--- config.mk ---
export PLATFORM = sky130hd
export DESIGN_NAME = sprite_render_flat
export DESIGN_NICKNAME = d
export VERILOG_FILES = /design/src/rtl/sprite_render_pkg.sv /design/src/rtl/sprite_render_if.sv /design/src/rtl/sprite_render.sv /design/src/flat_wrapper.sv
export SDC_FILE = /design/constraint.sdc
export NUM_CORES = 1
export LEC_CHECK = 0
export CORE_MARGIN = 10
export CORE_UTILIZATION = 42
export CTS_CLUSTER_DIAMETER = 100
export DETAILED_ROUTE_END_ITERATION = 8
export MAX_ROUTING_LAYER = met4
export PLACE_DENSITY = 0.76
export SETUP_SLACK_MARGIN = 0.2
export SYNTH_ARGS = -nofsm -noshare
export SYNTH_HDL_FRONTEND = slang
export SYNTH_SLANG_ARGS = --single-unit
export TNS_END_PERCENT = 20
--- constraint.sdc ---
create_clock -name PPU_SLOW_CLOCK -period 3.2 [get_ports PPU_SLOW_CLOCK]
set_input_delay 0.64 -clock PPU_SLOW_CLOCK [delete_from_list [all_inputs] [get_ports PPU_SLOW_CLOCK]]
set_output_delay 0.64 -clock PPU_SLOW_CLOCK [all_outputs]
set_load 0.05 [all_outputs]
--- src/rtl/sprite_render_pkg.sv ---
// Shared PPU constants for the sprite slot: SPR_BUF field offsets, attribute bits
// and the visible-line width, plus the pattern bit-select helper.
package sprite_render_pkg;

    localparam int SPR_BUF_W   = 32;
    localparam int PIXEL_X_W   = 10;

    localparam int BUF_LSB     = 0;
    localparam int BUF_MSB     = 8;
    localparam int BUF_XPOS    = 16;
    localparam int BUF_ATTR    = 24;

    localparam int ATTR_HFLIP  = 6;
    localparam int ATTR_VFLIP  = 7;
    localparam int ATTR_PRIO   = 5;
    localparam int ATTR_PAL_HI = 1;
    localparam int ATTR_PAL_LO = 0;

    localparam int X_VISIBLE   = 256;
    localparam logic [PIXEL_X_W-1:0] X_VISIBLE_COL = 10'd256;

    // Pattern bytes hold the leftmost pixel in bit 7; hflip mirrors that order.
    function automatic logic [2:0] sprite_bit_index(input logic [2:0] col,
                                                    input logic       hflip);
        logic [2:0] idx;
        if (hflip) begin
            idx = col;
        end else begin
            idx = 3'd7 - col;
        end
        return idx;
    endfunction

endpackage

--- src/rtl/sprite_render_if.sv ---
// Loader/multiplexer side of one sprite slot: record input, pixel column,
// load/draw strobes and the palette/opacity result.
interface sprite_render_if;
    import sprite_render_pkg::*;

    logic [SPR_BUF_W-1:0] SPR_BUF;
    logic [PIXEL_X_W-1:0] PIXEL_X;
    logic                 LOAD;
    logic                 DRAW_EN;
    logic [3:0]           PAL_COLOUR;
    logic                 VALID;

    modport master (
        output SPR_BUF, PIXEL_X, LOAD, DRAW_EN,
        input  PAL_COLOUR, VALID
    );

    modport slave (
        input  SPR_BUF, PIXEL_X, LOAD, DRAW_EN,
        output PAL_COLOUR, VALID
    );
endinterface

--- src/rtl/sprite_render.sv ---
// One NES sprite slot: holds the scanline's pattern slice, X and attribute and
// reports, combinationally per column, whether the sprite paints an opaque pixel.
module sprite_render
    import sprite_render_pkg::*;
(
    input  logic            PPU_SLOW_CLOCK,
    input  logic            RST_N,
    sprite_render_if.slave  bus
);

    logic [7:0]           pat_lo_r;
    logic [7:0]           pat_hi_r;
    logic [7:0]           xpos_r;
    logic [7:0]           attr_r;
    logic                 active_r;

    logic [PIXEL_X_W-1:0] xpos_ext_s;
    logic [PIXEL_X_W-1:0] col_s;
    logic                 in_range_s;
    logic [2:0]           bit_idx_s;
    logic [1:0]           pix_s;
    logic                 valid_s;
    logic [3:0]           pal_s;
    logic                 unused_attr_s;

    // Slot record capture on LOAD; active follows DRAW_EN every edge.
    always_ff @(posedge PPU_SLOW_CLOCK or negedge RST_N) begin
        if (!RST_N) begin
            pat_lo_r <= 8'h00;
            pat_hi_r <= 8'h00;
            xpos_r   <= 8'h00;
            attr_r   <= 8'h00;
            active_r <= 1'b0;
        end else begin
            if (bus.LOAD) begin
                pat_lo_r <= bus.SPR_BUF[BUF_LSB  +: 8];
                pat_hi_r <= bus.SPR_BUF[BUF_MSB  +: 8];
                xpos_r   <= bus.SPR_BUF[BUF_XPOS +: 8];
                attr_r   <= bus.SPR_BUF[BUF_ATTR +: 8];
            end else begin
                pat_lo_r <= pat_lo_r;
                pat_hi_r <= pat_hi_r;
                xpos_r   <= xpos_r;
                attr_r   <= attr_r;
            end
            active_r <= bus.DRAW_EN;
        end
    end

    // Column decode and pixel lookup; no wrap past the visible line, so a
    // sprite near the right edge is simply clipped.
    always_comb begin
        xpos_ext_s = {2'b00, xpos_r};
        col_s      = bus.PIXEL_X - xpos_ext_s;
        in_range_s = (bus.PIXEL_X >= xpos_ext_s) &&
                     (col_s <= 10'd7) &&
                     (bus.PIXEL_X < X_VISIBLE_COL);
        bit_idx_s  = sprite_bit_index(col_s[2:0], attr_r[ATTR_HFLIP]);
        pix_s      = {pat_hi_r[bit_idx_s], pat_lo_r[bit_idx_s]};
        valid_s    = active_r & in_range_s & (pix_s != 2'b00);
        if (valid_s) begin
            pal_s = {attr_r[ATTR_PAL_HI:ATTR_PAL_LO], pix_s};
        end else begin
            pal_s = 4'h0;
        end
    end

    // Vertical flip is applied by the loader and priority by the multiplexer.
    assign unused_attr_s  = ^{attr_r[ATTR_VFLIP], attr_r[ATTR_PRIO:2]};

    assign bus.VALID      = valid_s;
    assign bus.PAL_COLOUR = pal_s;

endmodule

--- src/flat_wrapper.sv ---
// flat-port wrapper written by rule: the top's interface ports become plain ports
module sprite_render_flat import sprite_render_pkg::*;
  (PPU_SLOW_CLOCK, RST_N, bus_SPR_BUF, bus_PIXEL_X, bus_LOAD, bus_DRAW_EN, bus_PAL_COLOUR, bus_VALID);
  sprite_render_if bus_i ();
  input  logic PPU_SLOW_CLOCK;
  input  logic RST_N;
  input wire logic [$bits(bus_i.SPR_BUF)-1:0] bus_SPR_BUF;
  input wire logic [$bits(bus_i.PIXEL_X)-1:0] bus_PIXEL_X;
  input wire logic [$bits(bus_i.LOAD)-1:0] bus_LOAD;
  input wire logic [$bits(bus_i.DRAW_EN)-1:0] bus_DRAW_EN;
  output wire logic [$bits(bus_i.PAL_COLOUR)-1:0] bus_PAL_COLOUR;
  output wire logic [$bits(bus_i.VALID)-1:0] bus_VALID;
  assign bus_i.SPR_BUF = bus_SPR_BUF;
  assign bus_i.PIXEL_X = bus_PIXEL_X;
  assign bus_i.LOAD = bus_LOAD;
  assign bus_i.DRAW_EN = bus_DRAW_EN;
  assign bus_PAL_COLOUR = bus_i.PAL_COLOUR;
  assign bus_VALID = bus_i.VALID;
  sprite_render u_core (.PPU_SLOW_CLOCK(PPU_SLOW_CLOCK), .RST_N(RST_N), .bus(bus_i));
endmodule
==> reports/summary.txt, run 1 <==
Outcome - finished, violations left
Failing checks - negative setup slack
Area growth syn-to-layout - 49.89%
Post-synth EDFFs - 0
Post-synth ARST share - 100.0%
Layout Skew - 0 ns
H-tree depth - 1
Buf+Inv Stages, Crit Path - 5
Slew Limit Fails - 0
Yosys warnings - 0
Fin crit share - 111.3%
Avg WL per Cell - 16.18 um
R2R Setup Slk - 2.28 ns
Setup TNS - -1.666 ns
Initial Util - 42.94%
Fmax - 0.2809 GHz
Hold depth - 1
Met1 WL - 1846 um
CP delay by family, top - compound AO/OA/AOI/OAI gates
Synth Area in Simple Gates - 7.410%
DIE HEIGHT - 83.72 um
Total vias in the final route - 1366
Antenna Nets Post-Route - 0
Worst Path Arrival - 2.92 ns
Initial DRC count - 88
Slowest-stage cell, CP - fa_1
Die width - 83.72 um
Mapped cell area - 0.001705 mm2
Final #Nets - 268
Synthesized net count - 206
Synth Flop Type - dfrtp_1
GPL Wtd Cong - 0.9678
Final hold violation count - 0
Worst relative slew slack - 43.56%
Crit-path cells - buf_8 -> inv_12 -> ha_4 -> inv_2 -> fa_1 -> a21oi_2 -> o311a_1 -> mux2_4 -> a311oi_4 -> nand4_1 -> buf_12 -> nor2_4 -> buf_6
CTS Sinks - 28
Grt ovf - 0
Pin count of the biggest net entering global routing - 29
Initial antenna violation count - 0
Utilization after layout - 64.37%
Leak pwr - 1.124 nW
XOR/XNOR Fraction of Synth Area - 0.5136%
Vias/cell - 5.214
Port-buffer cells - 45
Root Buffer Master - clkbuf_8
Critical Path RT - 2.56 ns
Vias in the first global route - 1529
Std-Cell Core Area - 0.003971 mm2
Synth unique cells - 28
CTS tree - done
Synth top area cells - dfrtp_1, mux2_2, mux4_2
Die Footprint - 0.007009 mm2
Reg-to-reg startpoint - u_core.attr_r[6]
Post-synthesis mux area share - 27.51%
Worst skew pair latency - 0.27 ns
Max-capacitance violation count - 0
RSZ-0062 raised after global routing - yes
Final setup margin - -0.3606 ns
Worst-Margin Slew - 0.8439 ns
Sequential element share of the synthesized area - 41.09%
Compound-gate portion of the synthesized area - 11.37%
CTS clk-pin slew, worst paths - 0.09 ns
HP Class - reg -> reg
Startpoint types - input pin
Post-synth top area share - 41.09%
First-pass GRT wire length - 7155 um
Worst-path fanout max - 3
Min-delay src - u_core.pat_lo_r[3]
Hold Path Sink - u_core.pat_lo_r[3]
# DRC - 0
CTS Buffer Depth - 2
Row count - 23
Final setup violation count - 5
Detailed Routing Iterations Pass 1 - 3
Reg-to-reg endpoint - u_core.attr_r[6]
Clock buffer count from CTS - 3
Dpl hpwl - 3501 um
Depth of the most critical reg-to-reg path - 1
Max incr delay on CP - 0.41 ns
Number of synthesized register bits - 28
Cell Pwr Density - 386.0 mW/mm2
Largest family of logic cells by synthesized area - multiplexers
Final wirelength - 4238 um
Synthesized instance count - 151
Critical path type - in -> out
Fill cells - 310
Met2 routed WL - 2252 um
Fin crit period - 3.561 ns
Syn avg cell area - 11.29 um2
VDD IR max - 0.2110 mV
Pwr Total - 986.8 uW
Layout cells sized above 1 - 35.38%
Pre-CTS WS - -0.9321 ns
Inserted Diodes - 0
Synth Area in Adders - 7.043%
Worst Setup End Kind - primary output
Uppermost layer routed - met4
Routed length on met3 - 123 um
Dominant cell type by area after synthesis - dfrtp_1
All-layer global routing usage - 12.51%
Ports - 51
stage by stage:
step / std cells / instance area (um2) / hold slack [ns]
after floorplan: 151 / 1755 / 0.3444
after global placement: 258 / 2400 / 0.5195
after detailed placement: 258 / 2400 / 0.5166
after CTS: 262 / 2485 / 0.5384
after global routing: 262 / 2556 / 0.5650
final: 262 / 2556 / 0.5410
power by group:
group	switching, mW	internal (mW)
Clock	0.107	0.110
Sequential	0.0245	0.387
Combinational	0.145	0.213
cells in the final DEF (no fill, tap or decap), types with 3 or more instances in the layout:
cell type,netlist,final
clkdlybuf4s50_1,0,34
dfrtp_1,28,28
mux2_2,19,19
buf_4,0,18
o21ai_0,13,13
nand2_1,12,12
inv_1,15,11
mux4_2,8,8
a21oi_1,8,6
mux2i_1,6,6
ha_4,0,5
clkbuf_8,0,4
dlymetal6s2s_1,0,4
nor2_1,5,3
a21o_1,3,3
ha_1,8,3
buf_6,0,3
buf_12,0,3
layout make-up:
type	instances	area [um2]	area share, %
multi-input cells	101	1022	39.99
flip-flops and latches	28	700.7	27.41
repair buffers	64	644.4	25.21
inverters	15	71.32	2.790
well taps	50	62.56	2.447
clock buffers	4	55.05	2.154
synth_stat cells, types with 2 or more instances:
cell	count
a211oi_1	2
a21o_1	3
a21oi_1	8
and4_1	2
buf_2	3
clkbuf_1	4
dfrtp_1	28
ha_1	8
inv_1	15
mux2_2	19
mux2i_1	6
mux4_2	8
nand2_1	12
nand3_1	2
nand4_1	2
nor2_1	5
o21ai_0	13
sequential cells by signal, summed over array words and instances (netlist names):
name and cells:
u_core.pat_hi_r 8, u_core.attr_r 3, u_core.xpos_r 8, u_core.pat_lo_r 8, u_core.active_r 1
cell families after synthesis:
| family | after synthesis |
|---|---|
| DFF | 28 |
| adders and majority gates | 9 |
| muxes | 34 |
| xor gates and xnor gates | 1 |
| and+or+nand+nor | 26 |
| AOI/OAI and AO/OA | 31 |
| buffers and inverters | 22 |
timing repair:
action / 4_1_cts / 5_1_grt
resized for setup: 14 / 14
hold buffers: 0 / 0
pin swaps: 3 / 8
buffers inserted: 0 / 0
setup endpoints to repair: 5 / 5
worst max-delay path by stage:
stage,startpoint,endpoint,slack (ns),cells past startpoint
after global placement,bus_PIXEL_X[0],bus_PAL_COLOUR[3],-0.90,13
after detailed placement,bus_PIXEL_X[0],bus_PAL_COLOUR[3],-0.93,13
after global routing,bus_PIXEL_X[0],bus_PAL_COLOUR[3],-0.46,13
after CTS,bus_PIXEL_X[0],bus_PAL_COLOUR[3],-0.41,13
after floorplan,bus_PIXEL_X[0],bus_VALID,-0.22,11
final,bus_PIXEL_X[0],bus_PAL_COLOUR[3],-0.36,13
metal layers:
metal  global-route usage, %  up-vias
met5                       -        -
met4                   2.740        0
li1                        -      665
met3                   2.539        2
met2                   21.88       36
met1                   14.34      663
Power figures use the tool's default switching activity.
==> run 2: changes to the inputs <==
--- a/config.mk
+++ b/config.mk
@@ -5,12 +5,13 @@
 export SDC_FILE = /design/constraint.sdc
 export NUM_CORES = 1
 export LEC_CHECK = 0
+export ABC_AREA = 1
 export CORE_MARGIN = 10
-export CORE_UTILIZATION = 42
+export CORE_UTILIZATION = 43
 export CTS_CLUSTER_DIAMETER = 100
 export DETAILED_ROUTE_END_ITERATION = 8
 export MAX_ROUTING_LAYER = met4
-export PLACE_DENSITY = 0.76
+export PLACE_DENSITY = 0.83
 export SETUP_SLACK_MARGIN = 0.2
 export SYNTH_ARGS = -nofsm -noshare
 export SYNTH_HDL_FRONTEND = slang
==> reports/summary.txt, run 2 <==
CTS tree - done
Final hold violation count - 0 (unchanged)
Final wirelength - 4315 um (+1.8%)
GPL Wtd Cong - 0.7923 (-18%)
Post-synth EDFFs - 0 (unchanged)
Initial Util - 44.14% (+1.2 points)
Final #Nets - 329 (+23%)
Outcome - finished, violations left
Detailed Routing Iterations Pass 1 - 4 (+1)
Port-buffer cells - 45 (unchanged)
All-layer global routing usage - 12.76% (+0.25 points)
Initial DRC count - 53 (-40%)
CTS Sinks - 28 (unchanged)
Synth top area cells - dfrtp_1, nand2_1, inv_1
Synth Flop Type - dfrtp_1
Layout Skew - 0 ns (unchanged)
Slew Limit Fails - 0 (unchanged)
Fill cells - 345 (+11%)
Worst path most repeated cell - nand2_2
VDD IR max - 0.2389 mV (+13%)
Largest registers - u_core.pat_hi_r (8), u_core.pat_lo_r (8), u_core.xpos_r (8)
Critical Path RT - 2.56 ns (about the same)
Ports - 51 (unchanged)
Worst-Margin Slew - 0.7186 ns (-0.1253 ns)
Fin crit period - 3.265 ns (-0.2958 ns)
Area growth syn-to-layout - 46.54%
Post-synth ARST share - 100.0% (unchanged)
Initial antenna violation count - 0 (unchanged)
Synthesized net count - 278 (+35%)
Vias in the first global route - 1709 (+12%)
Buf+Inv Stages, Crit Path - 4 (-1)
Inserted Diodes - 0 (unchanged)
Worst Path Arrival - 2.62 ns (-0.30 ns)
Root Buffer Master - clkbuf_8
FF/Latch Area - 700.7 um2 (unchanged)
H-tree depth - 1 (unchanged)
Leak pwr - 1.197 nW (+6.5%)
Depth of the most critical reg-to-reg path - 2 (+1)
Grt ovf - 0 (unchanged)
CP delay by family, top - adder cells
Yosys warnings - 0 (unchanged)
CTS clk-pin slew, worst paths - 0.10 ns (about the same)
Most common cell after layout, fill and taps aside - nand2_1
Layout cells sized above 1 - 23.44% (-12 points)
DIE HEIGHT - 83.85 um (+0.16%)
Fin area - 0.002569 mm2 (+0.49%)
RSZ-0062 raised after global routing - yes
Total vias in the final route - 1547 (+13%)
# DRC - 0 (unchanged)
Worst Setup End Kind - primary output
First-pass GRT wire length - 7438 um (+4.0%)
CTS Buffer Depth - 2 (unchanged)
Fmax - 0.3063 GHz (+9.1%)
Std-Cell Core Area - 0.003971 mm2 (unchanged)
Worst relative slew slack - 51.94% (+8.4 points)
Syn avg cell area - 7.861 um2 (-30%)
Synth unique cells - 27 (-3.6%)
Dpl hpwl - 3307 um (-5.5%)
Post-DP Area - 0.002406 mm2 (+0.26%)
Dominant cell type by area after synthesis - dfrtp_1
Multi-input gate area - 0.001027 mm2 (+0.49%)
Fin crit share - 102.0% (-9.2 points)
Failing checks - negative setup slack
Avg WL per Cell - 13.36 um (-17%)
Top-count cell post-synth - nand2_1
Startpoint types - input pin
Final setup margin - -0.06476 ns (+0.2958 ns)
Crit-path cells - buf_8 -> inv_12 -> ha_4 -> inv_4 -> fa_2 -> xor2_4 -> nand3_1 -> nand3_2 -> nand2_2 -> nand2_2 -> nand3_4 -> nor2_4 -> buf_12
Die width - 83.85 um (+0.16%)
Vias/cell - 4.789 (-8.1%)
Die Footprint - 0.007031 mm2 (+0.31%)
Row count - 23 (unchanged)
Mapped cell area - 0.001753 mm2 (+2.8%)
Critical path type - in -> out
Slowest-stage cell, CP - fa_2
Max-capacitance violation count - 0 (unchanged)
Pre-CTS WS - -0.5530 ns (+0.3792 ns)
Final setup violation count - 5 (unchanged)
Worst-path fanout max - 5 (+2)
Sequential element share of the synthesized area - 39.97% (-1.1 points)
HP Class - reg -> reg
Most frequent cells in the layout - nand2_1, clkdlybuf4s50_1, inv_1, dfrtp_1, o21ai_0
Hold depth - 1 (unchanged)
Synth top cells by count - nand2_1, inv_1, dfrtp_1
Synthesized instance count - 223 (+48%)
Max incr delay on CP - 0.63 ns (+0.22 ns)
Clock buffer count from CTS - 3 (unchanged)
Number of synthesized register bits - 28 (unchanged)
Cts hold-fix bufs - 0 (unchanged)
Worst skew pair latency - 0.28 ns (about the same)
Post-synth top area share - 39.97% (-1.1 points)
Crit path depth - 13 (unchanged)
Cell Pwr Density - 428.6 mW/mm2 (+11%)
Pin count of the biggest net entering global routing - 29 (unchanged)
Antenna Nets Post-Route - 0 (unchanged)
==> run 2: worst paths after layout <==
path	start	end	slack (ns)
worst max-delay path	bus_PIXEL_X[0]	bus_PAL_COLOUR[3]	-0.06
worst max register to register	u_core.attr_r[6]	u_core.attr_r[6]	2.20
min in group asynchronous	RST_N	u_core.pat_hi_r[1]	0.73
max in group asynchronous	RST_N	u_core.xpos_r[7]	2.20
worst min-delay path	u_core.pat_lo_r[1]	u_core.pat_lo_r[1]	0.52
worst min register to register	u_core.pat_lo_r[1]	u_core.pat_lo_r[1]	0.52
==> run 2: cells by family (layout without fill, tap and decap cells) <==
kind of cell | count (synthesis) | in the layout | share of synthesized area, %
AND/OR/NAND/NOR | 108 | 108 | 28.55
buffers and inverters | 40 | 90 | 9.207
flip-flops | 28 | 28 | 39.97
AO/OA/AOI/OAI | 27 | 27 | 8.209
adder cells (fa/ha/maj) | 9 | 9 | 6.853
multiplexers | 9 | 9 | 5.782
XOR/XNOR | 2 | 2 | 1.428
==> run 2: cell type report <==
type / count / share of cell area, %
clock inverter: 1 / 1.169
sequential: 28 / 27.28
tap: 50 / 2.435
clock buffer: 3 / 1.607
multi-input combinational: 155 / 39.99
inverter: 34 / 5.796
timing repair buffer: 52 / 21.72
==> run 2: metal layers <==
| layer | vias to the layer above | global-route usage, % | wire length [um] |
|---|---|---|---|
| met1 | 708 | 14.09 | 1920 |
| met4 | 0 | 1.979 | 37 |
| met5 | - | - | 0 |
| li1 | 802 | - | - |
| met3 | 4 | 2.930 | 110 |
| met2 | 33 | 23.07 | 2246 |
==> run 2: per-stage QoR <==
step / utilization, % / power (mW) / TNS, ns / std cells / hold WS, ns
global route: 64.68 / 1.176 / -0.7863 / 323 / 0.5419
detailed placement: 60.59 / 0.7738 / -2.631 / 318 / 0.5068
CTS: 63.67 / 1.088 / -0.3232 / 323 / 0.5287
floorplan: - / 0.6517 / 0 / 223 / 0.3444
global placement: 60.59 / 0.7622 / -2.453 / 318 / 0.4932
finish: 64.68 / 1.101 / -0.2892 / 323 / 0.5245
==> run 2: what timing repair did <==
item / 4_1_cts / 5_1_grt
resized for setup: 12 / 9
endpoints found under the hold margin: 0 / 0
pin swaps: 7 / 1
buffers inserted: 1 / 0
endpoints found under the setup margin: 5 / 5
==> run 2: power breakdown <==
part	switching [mW]	internal (mW)
clock network	0.115	0.168
logic	0.220	0.196
registers	0.0178	0.386
total	0.352	0.749
==> run 3: changes to the inputs <==
--- a/config.mk
+++ b/config.mk
@@ -7,11 +7,11 @@
 export LEC_CHECK = 0
 export ABC_AREA = 1
 export CORE_MARGIN = 10
-export CORE_UTILIZATION = 43
+export CORE_UTILIZATION = 51
 export CTS_CLUSTER_DIAMETER = 100
 export DETAILED_ROUTE_END_ITERATION = 8
 export MAX_ROUTING_LAYER = met4
-export PLACE_DENSITY = 0.83
+export PLACE_DENSITY = 0.92
 export SETUP_SLACK_MARGIN = 0.2
 export SYNTH_ARGS = -nofsm -noshare
 export SYNTH_HDL_FRONTEND = slang
==> constraint.sdc (replaced) <==
create_clock -name PPU_SLOW_CLOCK -period 3.8 [get_ports PPU_SLOW_CLOCK]
set_input_delay 0.76 -clock PPU_SLOW_CLOCK [delete_from_list [all_inputs] [get_ports PPU_SLOW_CLOCK]]
set_output_delay 0.76 -clock PPU_SLOW_CLOCK [all_outputs]
set_load 0.05 [all_outputs]
==> reports/summary.txt, run 3 (same netlist as run 2, synthesis figures left out) <==
Vias in the first global route - 1687 (-1.3%)
Ports - 51 (unchanged)
DIE HEIGHT - 78.63 um (-6.2%)
Clock share of power - 18.3% (-7.4 points)
Critical path type - in -> out
Critical Path RT - 3.04 ns (+0.48 ns)
Port-buffer cells - 45 (unchanged)
Hold_ws - 0.5285 ns (+0.003991 ns)
H-tree depth - 1 (unchanged)
Part of the power in combinational logic - 40.8% (+3.1 points)
Die width - 78.63 um (-6.2%)
CTS Buffer Depth - 2 (unchanged)
VDD IR max - 0.2876 mV (+20%)
Layout Cells excl Fill - 320 (-0.93%)
Worst Path Arrival - 2.77 ns (+0.15 ns)
Fin crit share - 93.02%
# DRC - 0 (unchanged)
Dpl hpwl - 3168 um (-4.2%)
Layout Skew - 0 ns (unchanged)
Fin crit period - 3.535 ns
Slew Limit Fails - 0 (unchanged)
Row count - 21 (-8.7%)
HP Class - reg -> reg
Vias/cell - 5.063 (+5.7%)
Worst skew pair latency - 0.34 ns (+0.06 ns)
Most common cell after layout, fill and taps aside - nand2_1
Worst-path fanout max - 5 (unchanged)
Met1 WL - 1724 um (-10%)
Uppermost layer routed - met4
Sw frac - 34.99% (+3.0 points)
Fmax - 0.2829 GHz
Cell Pwr Density - 333.7 mW/mm2 (-22%)
Leak pwr - 1.188 nW (-0.69%)
Most frequent cells in the layout - nand2_1, clkdlybuf4s50_1, inv_1, dfrtp_1
CTS tree - done
Largest registers - u_core.pat_hi_r (8), u_core.pat_lo_r (8), u_core.xpos_r (8)
Worst Setup End Kind - primary output
Std-Cell Core Area - 0.003337 mm2 (-16%)
Final hold violation count - 0 (unchanged)
Met2 routed WL - 2373 um (+5.7%)
All-layer global routing usage - 14.91% (+2.2 points)
RSZ-0062 raised after global routing - yes
Initial Util - 52.53% (+8.4 points)
Grt ovf - 0 (unchanged)
Antenna Nets Post-Route - 0 (unchanged)
Max-capacitance violation count - 0 (unchanged)
Worst-Margin Slew - 1.027 ns (+0.3085 ns)
Initial DRC count - 112 (+110%)
Register share of total power - 40.8% (+4.2 points)
Detailed Routing Iterations Pass 1 - 4 (unchanged)
Startpoint types - input pin
Final wirelength - 4380 um (+1.5%)
Area growth syn-to-layout - 41.83%
Root Buffer Master - clkbuf_4
First-pass GRT wire length - 7458 um (+0.27%)
Outcome - finished clean
Inserted Diodes - 0 (unchanged)
CTS Sinks - 28 (unchanged)
Final #Nets - 330 (+0.30%)
Pin count of the biggest net entering global routing - 32 (+10%)
Final setup violation count - 0 (-5)
Layout cells sized above 1 - 22.26% (-1.2 points)
Routed length on met3 - 187 um (+70%)
CTS clk-pin slew, worst paths - 0.15 ns (+0.05 ns)
P_int - 539.3 uW (-28%)
Placed cell count - 315 (-0.94%)
Total vias in the final route - 1620 (+4.7%)
Avg WL per Cell - 13.69 um (+2.5%)
Cts hold-fix bufs - 0 (unchanged)
Initial antenna violation count - 0 (unchanged)
Clock buffer count from CTS - 3 (unchanged)
Die Footprint - 0.006182 mm2 (-12%)
Switching power - 290.3 uW (-18%)
Worst relative slew slack - 31.31% (-21 points)
GPL Wtd Cong - 0.9051 (+14%)
run 3: cell count changes in the layout (fill, tap and decap cells not counted), sizes merged:
cell | before | now
clkbuf | 3 | 5
inv | 33 | 34
bufinv | 1 | 0
clkinvlp | 1 | 0
buf | 13 | 14
clkdlybuf4s15 | 1 | 0
run 3: path summary, 6_finish.rpt:
path	start	cells past startpoint	to	slack, ns
setup / recovery	bus_PIXEL_X[0]	15	bus_PAL_COLOUR[0]	0.27
hold / removal	u_core.pat_lo_r[3]	1	u_core.pat_lo_r[3]	0.53
setup reg to reg	u_core.attr_r[6]	2	u_core.attr_r[6]	2.85
hold reg to reg	u_core.pat_lo_r[3]	1	u_core.pat_lo_r[3]	0.53
max in group asynchronous	RST_N	2	u_core.pat_hi_r[3]	2.77
min in group asynchronous	RST_N	2	u_core.attr_r[1]	0.77
run 3: worst max-delay path, stage by stage:
cell	delay (ns)
buf_6	0.10
inv_4	0.04
ha_4	0.13
inv_4	0.04
fa_2	0.62
xnor2_2	0.11
buf_4	0.16
nand3_2	0.07
nand2_1	0.05
nand2_1	0.07
nand2_2	0.07
nand2_2	0.09
nand3_4	0.15
nor2_4	0.17
buf_12	0.14
run 3: repair_timing:
action	4_1_cts	5_1_grt
resized for setup	20	14
endpoints found under the setup margin	5	5
buffers inserted	1	0
pin swaps	9	10
run 3: final cells by class:
| type | count | area, um2 |
|---|---|---|
| Multi-Input combinational cell | 155 | 999.7 |
| Fill cell | 253 | 850.8 |
| Sequential cell | 28 | 700.7 |
| Timing Repair Buffer | 53 | 556.8 |
| Inverter | 34 | 135.1 |
| Tap cell | 46 | 57.56 |
| Clock buffer | 4 | 36.28 |
run 3: metal layers:
metal	GRT usage, %	vias to the layer above
met3	3.075	12
met2	26.40	40
met1	16.09	758
met4	5.376	0
li1	-	810
met5	-	-
run 3: power groups by stage:
| stage | logic (mW) | clock network [mW] | registers [mW] |
|---|---|---|---|
| floorplan | 0.192 | 0 | 0.338 |
| global placement | 0.284 | 0 | 0.342 |
| detailed placement | 0.293 | 0 | 0.343 |
| CTS | 0.317 | 0.150 | 0.338 |
| global route | 0.376 | 0.163 | 0.342 |
| finish | 0.339 | 0.152 | 0.339 |
run 3: through the flow:
step / util [%] / setup TNS [ns] / power, mW / worst slack (ns) / cell area (um2)
after CTS: 72.93 / 0 / 0.8052 / 0.2612 / 2434
final: 74.50 / 0 / 0.8297 / 0.2653 / 2486
after detailed placement: 69.89 / -0.5840 / 0.6364 / -0.1296 / 2332
after global placement: 69.89 / -0.4442 / 0.6254 / -0.09249 / 2332
after global routing: 74.50 / 0 / 0.8808 / 0.1495 / 2486
after floorplan: - / 0 / 0.5295 / 0.1774 / 1753
